### config.mk
export PLATFORM = sky130hd
export DESIGN_NAME = snd_mixer
export DESIGN_NICKNAME = d
export VERILOG_FILES = /design/src/rtl/snd_mixer_pkg.sv /design/src/rtl/snd_mixer_dcblock.sv /design/src/rtl/snd_mixer.sv
export SDC_FILE = /design/constraint.sdc
export NUM_CORES = 1
export LEC_CHECK = 0
export CORE_MARGIN = 5
export CORE_UTILIZATION = 55
export CTS_CLUSTER_DIAMETER = 80
export DETAILED_ROUTE_END_ITERATION = 10
export GPL_TIMING_DRIVEN = 1
export PLACE_DENSITY = 0.77
export RECOVER_POWER = 25
export SLEW_MARGIN = 20
export SYNTH_ARGS = -nofsm -noshare
export SYNTH_HDL_FRONTEND = slang
export SYNTH_HIERARCHICAL = 1
export SYNTH_SLANG_ARGS = --single-unit
export TNS_END_PERCENT = 100
### constraint.sdc
create_clock -name clk_49m -period 8.5 [get_ports clk_49m]
set_input_delay 1.7 -clock clk_49m [delete_from_list [all_inputs] [get_ports clk_49m]]
set_output_delay 1.7 -clock clk_49m [all_outputs]
set_load 0.005 [all_outputs]
### src/rtl/snd_mixer_pkg.sv
// snd_mixer_pkg -- shared types and helpers for the snd_mixer channel mixer.
//   state_t    : mixing-pass FSM states (IDLE, MAC, FIN)
//   GAIN_UNITY : unity gain in unsigned Q3.5 (0x20)
//   clog2      : ceil(log2(value)), 0 for value <= 1
//   sat_s      : clamp a 64-bit signed value to a w-bit signed range
package snd_mixer_pkg;

  typedef enum logic [1:0] {
    IDLE = 2'd0,
    MAC  = 2'd1,
    FIN  = 2'd2
  } state_t;

  localparam logic [7:0] GAIN_UNITY = 8'h20;

  function automatic int clog2(input int value);
    int r;
    r = 0;
    for (int i = 0; i < 31; i++) begin
      if ((1 << i) < value) r = i + 1;
    end
    return r;
  endfunction

  function automatic logic signed [63:0] sat_s(input logic signed [63:0] v, input int w);
    logic signed [63:0] hi;
    logic signed [63:0] lo;
    hi = (64'sd1 <<< (w - 1)) - 64'sd1;
    lo = -(64'sd1 <<< (w - 1));
    if (v > hi) return hi;
    if (v < lo) return lo;
    return v;
  endfunction

endpackage

### src/rtl/snd_mixer_dcblock.sv
// snd_mixer_dcblock -- first-order DC-blocking high-pass for the mixer output.
//   y = din - (d >>> DC_SHIFT), saturated to OUT_W signed
//   d += din - (d >>> DC_SHIFT), only on cycles where enable is high
// Ports:
//   clk_49m in  : clock, rising edge
//   reset   in  : synchronous, active-high; clears the filter state
//   enable  in  : advance the filter state this cycle
//   din     in  : OUT_W signed input sample
//   dout    out : OUT_W signed filtered sample (combinational from din and state)
//   clip    out : dout was saturated
module snd_mixer_dcblock
  import snd_mixer_pkg::*;
#(
  parameter int OUT_W    = 16,
  parameter int DC_SHIFT = 8
) (
  input  logic                    clk_49m,
  input  logic                    reset,
  input  logic                    enable,
  input  logic signed [OUT_W-1:0] din,
  output logic signed [OUT_W-1:0] dout,
  output logic                    clip
);

  localparam int D_W = OUT_W + DC_SHIFT + 1;

  logic signed [D_W-1:0] d_reg;
  logic signed [D_W-1:0] diff_next;
  logic signed [63:0]    y_wide;

  always_comb begin
    diff_next = D_W'(din) - (d_reg >>> DC_SHIFT);
    y_wide    = sat_s(64'(diff_next), OUT_W);
    dout      = OUT_W'(y_wide);
    clip      = (y_wide != 64'(diff_next));
  end

  // The state integrates the unsaturated difference so the filter stays linear.
  always_ff @(posedge clk_49m) begin
    if (reset) begin
      d_reg <= '0;
    end else if (enable) begin
      d_reg <= d_reg + diff_next;
    end
  end

endmodule

### src/rtl/snd_mixer.sv
// snd_mixer -- time-multiplexed PSG channel mixer with per-channel gain/mute.
// One shared multiplier walks the channels one per clock; the sum is shifted,
// saturated, optionally DC-blocked and optionally inverted, giving one signed
// sample per sample_cen strobe (result CHANNELS+2 clocks after the strobe).
// Build option: define SND_MIXER_DCBLOCK_EN to include the DC blocker.
// Ports:
//   clk_49m, reset         : clock and synchronous active-high reset
//   sample_cen             : starts a pass; snapshots ch_in, mute, invert
//   ch_in, mute, invert    : channel samples (unsigned), mutes, output negate
//   gain_wr/addr/data      : gain register write port (Q3.5, unity 0x20)
//   sound, sample_valid    : signed output sample and its update pulse
//   busy, clip, overrun    : pass active, saturation in pass, rejected strobe
module snd_mixer
  import snd_mixer_pkg::*;
#(
  parameter int CHANNELS = 6,
  parameter int IN_W     = 8,
  parameter int GAIN_W   = 8,
  parameter int OUT_W    = 16,
  parameter int SHIFT    = 1,
  parameter int DC_SHIFT = 8
) (
  input  logic                     clk_49m,
  input  logic                     reset,
  input  logic                     sample_cen,
  input  logic [CHANNELS*IN_W-1:0] ch_in,
  input  logic [CHANNELS-1:0]      mute,
  input  logic                     invert,
  input  logic                     gain_wr,
  input  logic [3:0]               gain_addr,
  input  logic [GAIN_W-1:0]        gain_data,
  output logic [OUT_W-1:0]         sound,
  output logic                     sample_valid,
  output logic                     busy,
  output logic                     clip,
  output logic                     overrun
);

  localparam int IDX_W = (CHANNELS > 1) ? clog2(CHANNELS) : 1;
  localparam int ACC_W = IN_W + GAIN_W + clog2(CHANNELS);

  state_t                   state_reg;
  logic [IDX_W-1:0]         idx_reg;
  logic [ACC_W-1:0]         acc_reg;
  logic [CHANNELS*IN_W-1:0] ch_reg;
  logic [CHANNELS-1:0]      mute_reg;
  logic                     invert_reg;
  logic [GAIN_W-1:0]        gain_reg [CHANNELS];
  logic [OUT_W-1:0]         sound_reg;
  logic                     valid_reg, busy_reg, clip_reg, overrun_reg;

  logic [IN_W-1:0]          ch_sel;
  logic [GAIN_W-1:0]        gain_sel;
  logic [IN_W+GAIN_W-1:0]   prod_next;
  logic signed [63:0]       pre_s, pre_sat, y_in, y_inv, y_fin;
  logic signed [OUT_W-1:0]  y_dc;
  logic                     dc_clip;
  logic                     clip_next;

  // Gain registers; a write and a MAC read of the same channel in one cycle
  // lets the MAC see the old value because the read is combinational.
  always_ff @(posedge clk_49m) begin
    for (int i = 0; i < CHANNELS; i++) begin
      if (reset) begin
        gain_reg[i] <= GAIN_W'(GAIN_UNITY);
      end else if (gain_wr && gain_addr == 4'(i)) begin
        gain_reg[i] <= gain_data;
      end
    end
  end

  always_comb begin
    ch_sel    = ch_reg[idx_reg*IN_W +: IN_W];
    gain_sel  = gain_reg[idx_reg];
    prod_next = mute_reg[idx_reg] ? '0 : ch_sel * gain_sel;
    pre_s     = $signed(64'(acc_reg >> SHIFT));
    pre_sat   = sat_s(pre_s, OUT_W);
  end

`ifdef SND_MIXER_DCBLOCK_EN
  snd_mixer_dcblock #(
    .OUT_W    (OUT_W),
    .DC_SHIFT (DC_SHIFT)
  ) u_dcblock (
    .clk_49m (clk_49m),
    .reset   (reset),
    .enable  (state_reg == FIN),
    .din     (OUT_W'(pre_sat)),
    .dout    (y_dc),
    .clip    (dc_clip)
  );
`else
  assign y_dc    = OUT_W'(pre_sat);
  assign dc_clip = 1'b0;
`endif

  // Negating the most negative value would wrap, so it is clamped.
  always_comb begin
    y_in      = 64'(y_dc);
    y_inv     = invert_reg ? -y_in : y_in;
    y_fin     = sat_s(y_inv, OUT_W);
    clip_next = (pre_sat != pre_s) | dc_clip | (y_fin != y_inv);
  end

  always_ff @(posedge clk_49m) begin
    if (reset) begin
      state_reg   <= IDLE;
      idx_reg     <= '0;
      acc_reg     <= '0;
      ch_reg      <= '0;
      mute_reg    <= '0;
      invert_reg  <= 1'b0;
      sound_reg   <= '0;
      valid_reg   <= 1'b0;
      busy_reg    <= 1'b0;
      clip_reg    <= 1'b0;
      overrun_reg <= 1'b0;
    end else begin
      valid_reg   <= 1'b0;
      overrun_reg <= 1'b0;
      case (state_reg)
        IDLE: begin
          if (sample_cen) begin
            ch_reg     <= ch_in;
            mute_reg   <= mute;
            invert_reg <= invert;
            acc_reg    <= '0;
            idx_reg    <= '0;
            busy_reg   <= 1'b1;
            state_reg  <= MAC;
          end
        end
        MAC: begin
          overrun_reg <= sample_cen;
          acc_reg     <= acc_reg + ACC_W'(prod_next);
          if (idx_reg == IDX_W'(CHANNELS - 1)) begin
            state_reg <= FIN;
          end else begin
            idx_reg <= idx_reg + 1'b1;
          end
        end
        FIN: begin
          overrun_reg <= sample_cen;
          sound_reg   <= OUT_W'(y_fin);
          valid_reg   <= 1'b1;
          clip_reg    <= clip_next;
          busy_reg    <= 1'b0;
          state_reg   <= IDLE;
        end
        default: state_reg <= IDLE;
      endcase
    end
  end

  assign sound        = sound_reg;
  assign sample_valid = valid_reg;
  assign busy         = busy_reg;
  assign clip         = clip_reg;
  assign overrun      = overrun_reg;

endmodule

# --- Word level (Yosys, flattened, before mapping) ---
# Memory sizes are Yosys's and may differ from the RTL's. A register that Yosys moved wholly into a read port is not among the register bits.
# Cells that the tools add are included.
op_classes:
  add_sub_neg: 3
  multipliers: 1
  magnitude_cmp: 5
  n_eq_ne: 13
  shift: 1
  mux: 57
  n_bitwise: 8
  n_reduce_logical: 17
op_table:
  columns: ["operator", "n"]
  rows:
  - ["$mux 64", 9]
  - ["$gt 64x16->1 const B", 1]
  - ["$lt 64x16->1 const B", 1]
  - ["$ne 64x19->1", 1]
  - ["$ne 64x64->1", 1]
  - ["$neg 16->64", 1]
  - ["$mux 8", 6]
  - ["$shiftx 48x7->8", 1]
  - ["$pmux 19 s2", 1]
  - ["$mux 1", 29]
  - ["$add 19x16->19", 1]
  - ["$lt 19x16->1 const B", 1]
  - ["$mux 19", 1]
  - ["$gt 18x15->1 const B", 1]
  - ["$mul 8x8->16", 1]
  - ["$mux 16", 1]
  - ["$mux 3", 4]
  - ["$eq 4x2->1 const B", 2]
  - ["$eq 4x3->1 const B", 2]
  - ["$reduce_and 2->1", 4]
  - ["$or 1x1->1", 7]
  - ["$logic_and 1x1->1", 6]
  - ["$ne 2x2->1 const B", 3]
  - ["$pmux 3 s2", 1]
  - ["16 further kinds", 19]
totals:
  register_bits: 99
  ram_bits: 48
  inputBits: 71
  out_inout_bits: 20
  elab_cells: 117
  n_memories: 1
memory_table:
  columns: ["memory", "depth", "word_bits", "rd", "rd_ports_with_merged_regs", "wr", "line_no", "source"]
  rows:
  - ["gain_reg", 6, 8, 1, 1, 6, "snd_mixer.sv:48", "logic [GAIN_W-1:0] gain_reg [CHANNELS];"]

# --- Longest topological paths before layout ---
logic_depth:
  ltp_word: 14
  ltp_mapped: 30
  ltp_nobuf: 29

# --- Worst setup path after synthesis ---
# OpenSTA, ideal clock, no wires.
synth_timing:
  path_kind: "register to register"
  startpoint: "register with a tool-made name"
  endpoint: "register acc_reg[16]"
  setup_ps: 72
  arrival_time_ps: 6933
  required_time_ps: 8428
  slack_ps: 1495
  stages_incl_launch_ff: 26
  path_buffers: 2
  synth_period_minus_slack_ps: 7005
  cell_sequence: "dfxtp_1 clkbuf_1 buf_1 mux4_2 nor2_1 a21oi_1 and2_1 fa_1 inv_1 fa_1 fa_1 fa_1 inv_1 ha_1 or2_2 a21oi_1 nor2_1 a21oi_1 xor2_1 nor2_1 ha_1 or3_1 a2111o_1 and3_1 o31ai_1 mux2i_1"
synth_lines:
  columns: ["element", "line_no", "source"]
  rows:
  - ["end signal, assigned", "snd_mixer.sv:135", "acc_reg <= acc_reg + ACC_W'(prod_next);"]
  - ["end, declared", "snd_mixer.sv:44", "logic [ACC_W-1:0] acc_reg;"]

==> impl_metrics.csv <==
group,metric,value,unit
hold_path,timing.hold.worst.start,"ch_reg[5]",
logic_synthesis,synth_enable_flop_cells,48,
clock_network,cts.hold.buffers_added,0,
die,initial_core_util,56.2,%
layout,layout.filler_cells,1481,
clock_network,cts_buffer_depth,2,
logic_synthesis,yosys_warnings,6,
global_route,global_route.usage.met3,3.89,%
sta,rsz0062_at_grt,"false",
clock_network,ctsRootBufferMaster,"sky130_fd_sc_hd__clkbuf_16",
drt,route.detailed.vias_per_inst,5.61,
drt,final_antenna_net_count,0,
drt,drcViolationCount,0,
die,floorplan.die_area,0.0212,sq mm
placement,portBuffers,90,
run_status,status,"complete, but fails checks",
sta,fmax,135,MHz
drt,routed_wirelength,23700,um
global_route,grtUsageTotal,22.3,%
setup_path,worst-r2r-setup-slack,1070,ps
layout,drive_above_1_share,5.68,%
logic_synthesis,synth-async-reset-ratio,0,%
drt,detail_route.wl_per_cell,16.0,um
sta,final-hold-violation-count,0,
run_status,failed_checks,"max-capacitance violations, max-slew violations",
setup_path,cp-start-kind,"flip-flop",
logic_synthesis,yosys.cell_count.top_type,"sky130_fd_sc_hd__nand2_1",
placement,finalWeightedCongestion,0.924,
placement,dp.final_hpwl,17400,um
global_route,gr-total-overflow,0,
setup_path,r2r_cells,22,
clock_network,tritoncts_num_sinks,150,
power_and_ir_drop,powerDensity,223,mW/mm^2
logic_synthesis,synth_area_per_cell,8.78,sq um
clock_network,tritoncts_clock_tree,"done",
sta,hold-worst-slack,455,ps
sta,report.final.slew_viol_count,88,
global_route,grt.met1_usage,28.1,%
layout,final_core_utilization,65.8,%
logic_synthesis,netlist.top_cell.by_area,"sky130_fd_sc_hd__dfxtp_1",
global_route,pin_count_of_the_biggest_net_entering_global_routing,88,
sta,fin_setup_tns,0,ps
sta,maxSlewHeadroom,-150,%
hold_path,timing.hold.worst.class,"reg -> reg",
layout,multi_input_comb_area,0.00620,sq mm
global_route,first_global_vias,8180,
layout,syn_to_final_growth,17.1,%
logic_synthesis,post_synth_main_area_contributors,"sky130_fd_sc_hd__dfxtp_1 20%, sky130_fd_sc_hd__edfxtp_1 14%, sky130_fd_sc_hd__ha_1 9.3%, sky130_fd_sc_hd__fa_1 7.3%, sky130_fd_sc_hd__nand2_1 6.7%",
logic_synthesis,synth.cells.most_frequent,"181 x sky130_fd_sc_hd__nand2_1, 112 x sky130_fd_sc_hd__nor2_1, 102 x sky130_fd_sc_hd__dfxtp_1",
logic_synthesis,ys_types,62,
power_and_ir_drop,leakage,5.10,nW
drt,dr.pass1.iters,4,
sta,min_period_over_period,87.4,%
global_route,gr-max-usage-layer,"met2",
logic_synthesis,synthesis.instances,1153,
placement,place_worst_setup_slack,1080,ps
drt,num_vias,8307,
logic_synthesis,yosys.area.top_type_share,20.2,%
setup_path,end_kind,"flip-flop",
run,maxCapViolations,1,
hold_path,worst_hold_path.endpoint,"ch_reg[5]",
sta,tightestPinTransition,3750,ps
sta,layout_min_cycle_time,7430,ps
sta,setup-violations-final,0,
logic_synthesis,synth.yosys.seq_area_share,34.4,%
hold_path,hold_depth,2,
clock_network,post_cts_buffers,0,
die,floorplan.die.height,146,um
global_route,grt_antenna_before_repair,0,
die,ioPinCount,91,
sta,clock_skew,16.1,ps
setup_path,endpoint_of_the_worst_slack_reg_to_reg_timing_path,"acc_reg[16]",
power_and_ir_drop,ir_drop,0.150,mV
drt,detail_route.iter0.violations,524,
setup_path,timing.critical_path.required,8880,ps
sta,layout_setup_ws,1070,ps
global_route,grt_first_pass_wirelength,39300,um
logic_synthesis,ys_ff_latch,150,
layout,seq_area,0.00348,sq mm
logic_synthesis,yosys_most_used_dff,"sky130_fd_sc_hd__dfxtp_1",
logic_synthesis,mappedNetlistArea,0.0101,sq mm
layout,final_nets,1421,
die,core_area,0.0180,sq mm
clock_network,tritoncts.num_buffers,17,
setup_path,critPathKind,"reg -> reg",
layout,insertedDiodeCount,0,
global_route,met2_usage_in_global_routing,38.8,%
setup_path,worst_ep_arrival_time,7810,ps
clock_network,worstSkewPairLatency,440,ps
die,die_span_in_x,146,um
clock_network,path_clk_slew,80,ps
power_and_ir_drop,design_power_total,2.65,mW
setup_path,crit_fanout,14,
clock_network,h-tree-depth,4,
clock_network,cts_resized,0,
die,rows,49,
## layer usage
metal / share of wire [%] / wire [um]
met1: 43 / 10200
met2: 50 / 11900
met3: 4.8 / 1150
met4: 2.0 / 472
met5: 0 / 0
## metrics by stage
stage	cells	area, sq um
floorplan	1168	10200
global placement	1448	11300
detailed placement	1448	11300
CTS	1480	11900
global route	1480	11900
finish	1480	11900
## worst max-delay path, cell delays in order (launching register included)
cell,delay [ps]
sky130_fd_sc_hd__dfxtp_1,860
sky130_fd_sc_hd__mux4_2,350
sky130_fd_sc_hd__nor2_1,50
sky130_fd_sc_hd__a21oi_1,480
sky130_fd_sc_hd__nand2_1,150
sky130_fd_sc_hd__fa_1,460
sky130_fd_sc_hd__fa_1,570
sky130_fd_sc_hd__fa_1,450
sky130_fd_sc_hd__fa_1,550
sky130_fd_sc_hd__inv_1,40
sky130_fd_sc_hd__ha_1,340
sky130_fd_sc_hd__a21o_1,210
sky130_fd_sc_hd__a2111oi_0,660
sky130_fd_sc_hd__nor2_1,110
sky130_fd_sc_hd__a21oi_1,200
sky130_fd_sc_hd__xor2_1,170
sky130_fd_sc_hd__nor2_1,60
sky130_fd_sc_hd__ha_1,200
sky130_fd_sc_hd__or3_1,400
sky130_fd_sc_hd__a2111o_1,400
sky130_fd_sc_hd__and3_1,200
sky130_fd_sc_hd__o31ai_1,250
sky130_fd_sc_hd__mux2i_1,200
## report_power, final
| group | total, mW | switching (mW) | leakage (nW) | internal (mW) |
|---|---|---|---|---|
| Sequential | 0.852 | 0.0514 | 1.30 | 0.801 |
| Clock | 0.764 | 0.364 | 0.296 | 0.400 |
| Combinational | 1.03 | 0.583 | 3.51 | 0.446 |
| Total | 2.65 | 0.999 | 5.10 | 1.65 |
## worst max path at each step
stage | startpoint | to
after global placement | idx_reg[1] | acc_reg[16]
after global routing | flip-flop | acc_reg[16]
after CTS | flip-flop | acc_reg[16]
after detailed placement | flip-flop | acc_reg[16]
final | flip-flop | acc_reg[16]
after floorplan | flip-flop | acc_reg[16]
## cell usage in the layout, fill, tap and decap left out, drive strengths merged, types with 6 or more instances in the layout
cell type	netlist	layout
fa	37	37
nor3	19	19
buf	8	9
a21oi	89	89
a211oi	6	6
a22oi	10	10
dlygate4sd3	0	15
clkdlybuf4s50	0	74
o22ai	12	12
and2	53	53
nor2	112	112
nand2	182	182
ha	75	75
or2	7	7
inv	81	90
a21o	9	9
xor2	11	11
conb	1	16
o211ai	7	7
clkbuf	43	21
nand4	7	7
dfxtp	102	102
xnor2	18	18
nor4	7	7
nand2b	17	17
clkinv	1	7
o21ai	34	34
or3	11	11
nor2b	18	18
o31ai	6	6
nand3	19	19
edfxtp	48	48
mux4	17	17
mux2i	26	26
## cells by family (layout without fill, tap and decap cells)
group / Yosys count / count (layout) / synth area share [%]
other: 1 / 16 / 0.0371
xor gates and xnor gates: 29 / 29 / 2.51
AOI/OAI and AO/OA: 206 / 206 / 12.7
DFF: 150 / 150 / 34.4
buffers and inverters: 133 / 216 / 4.96
muxes: 43 / 43 / 6.35
and+or+nand+nor: 479 / 479 / 22.4
adders and majority gates: 112 / 112 / 16.6
## layout make-up
| class | count | area share, % |
|---|---|---|
| timing repair buffer | 102 | 8.21 |
| clock buffer | 17 | 3.59 |
| tap | 229 | 2.42 |
| clock inverter | 15 | 1.53 |
| sequential | 150 | 29.4 |
| multi-input combinational | 885 | 52.3 |
| inverter | 82 | 2.60 |
No activity file was read; power rests on OpenSTA's default activity.
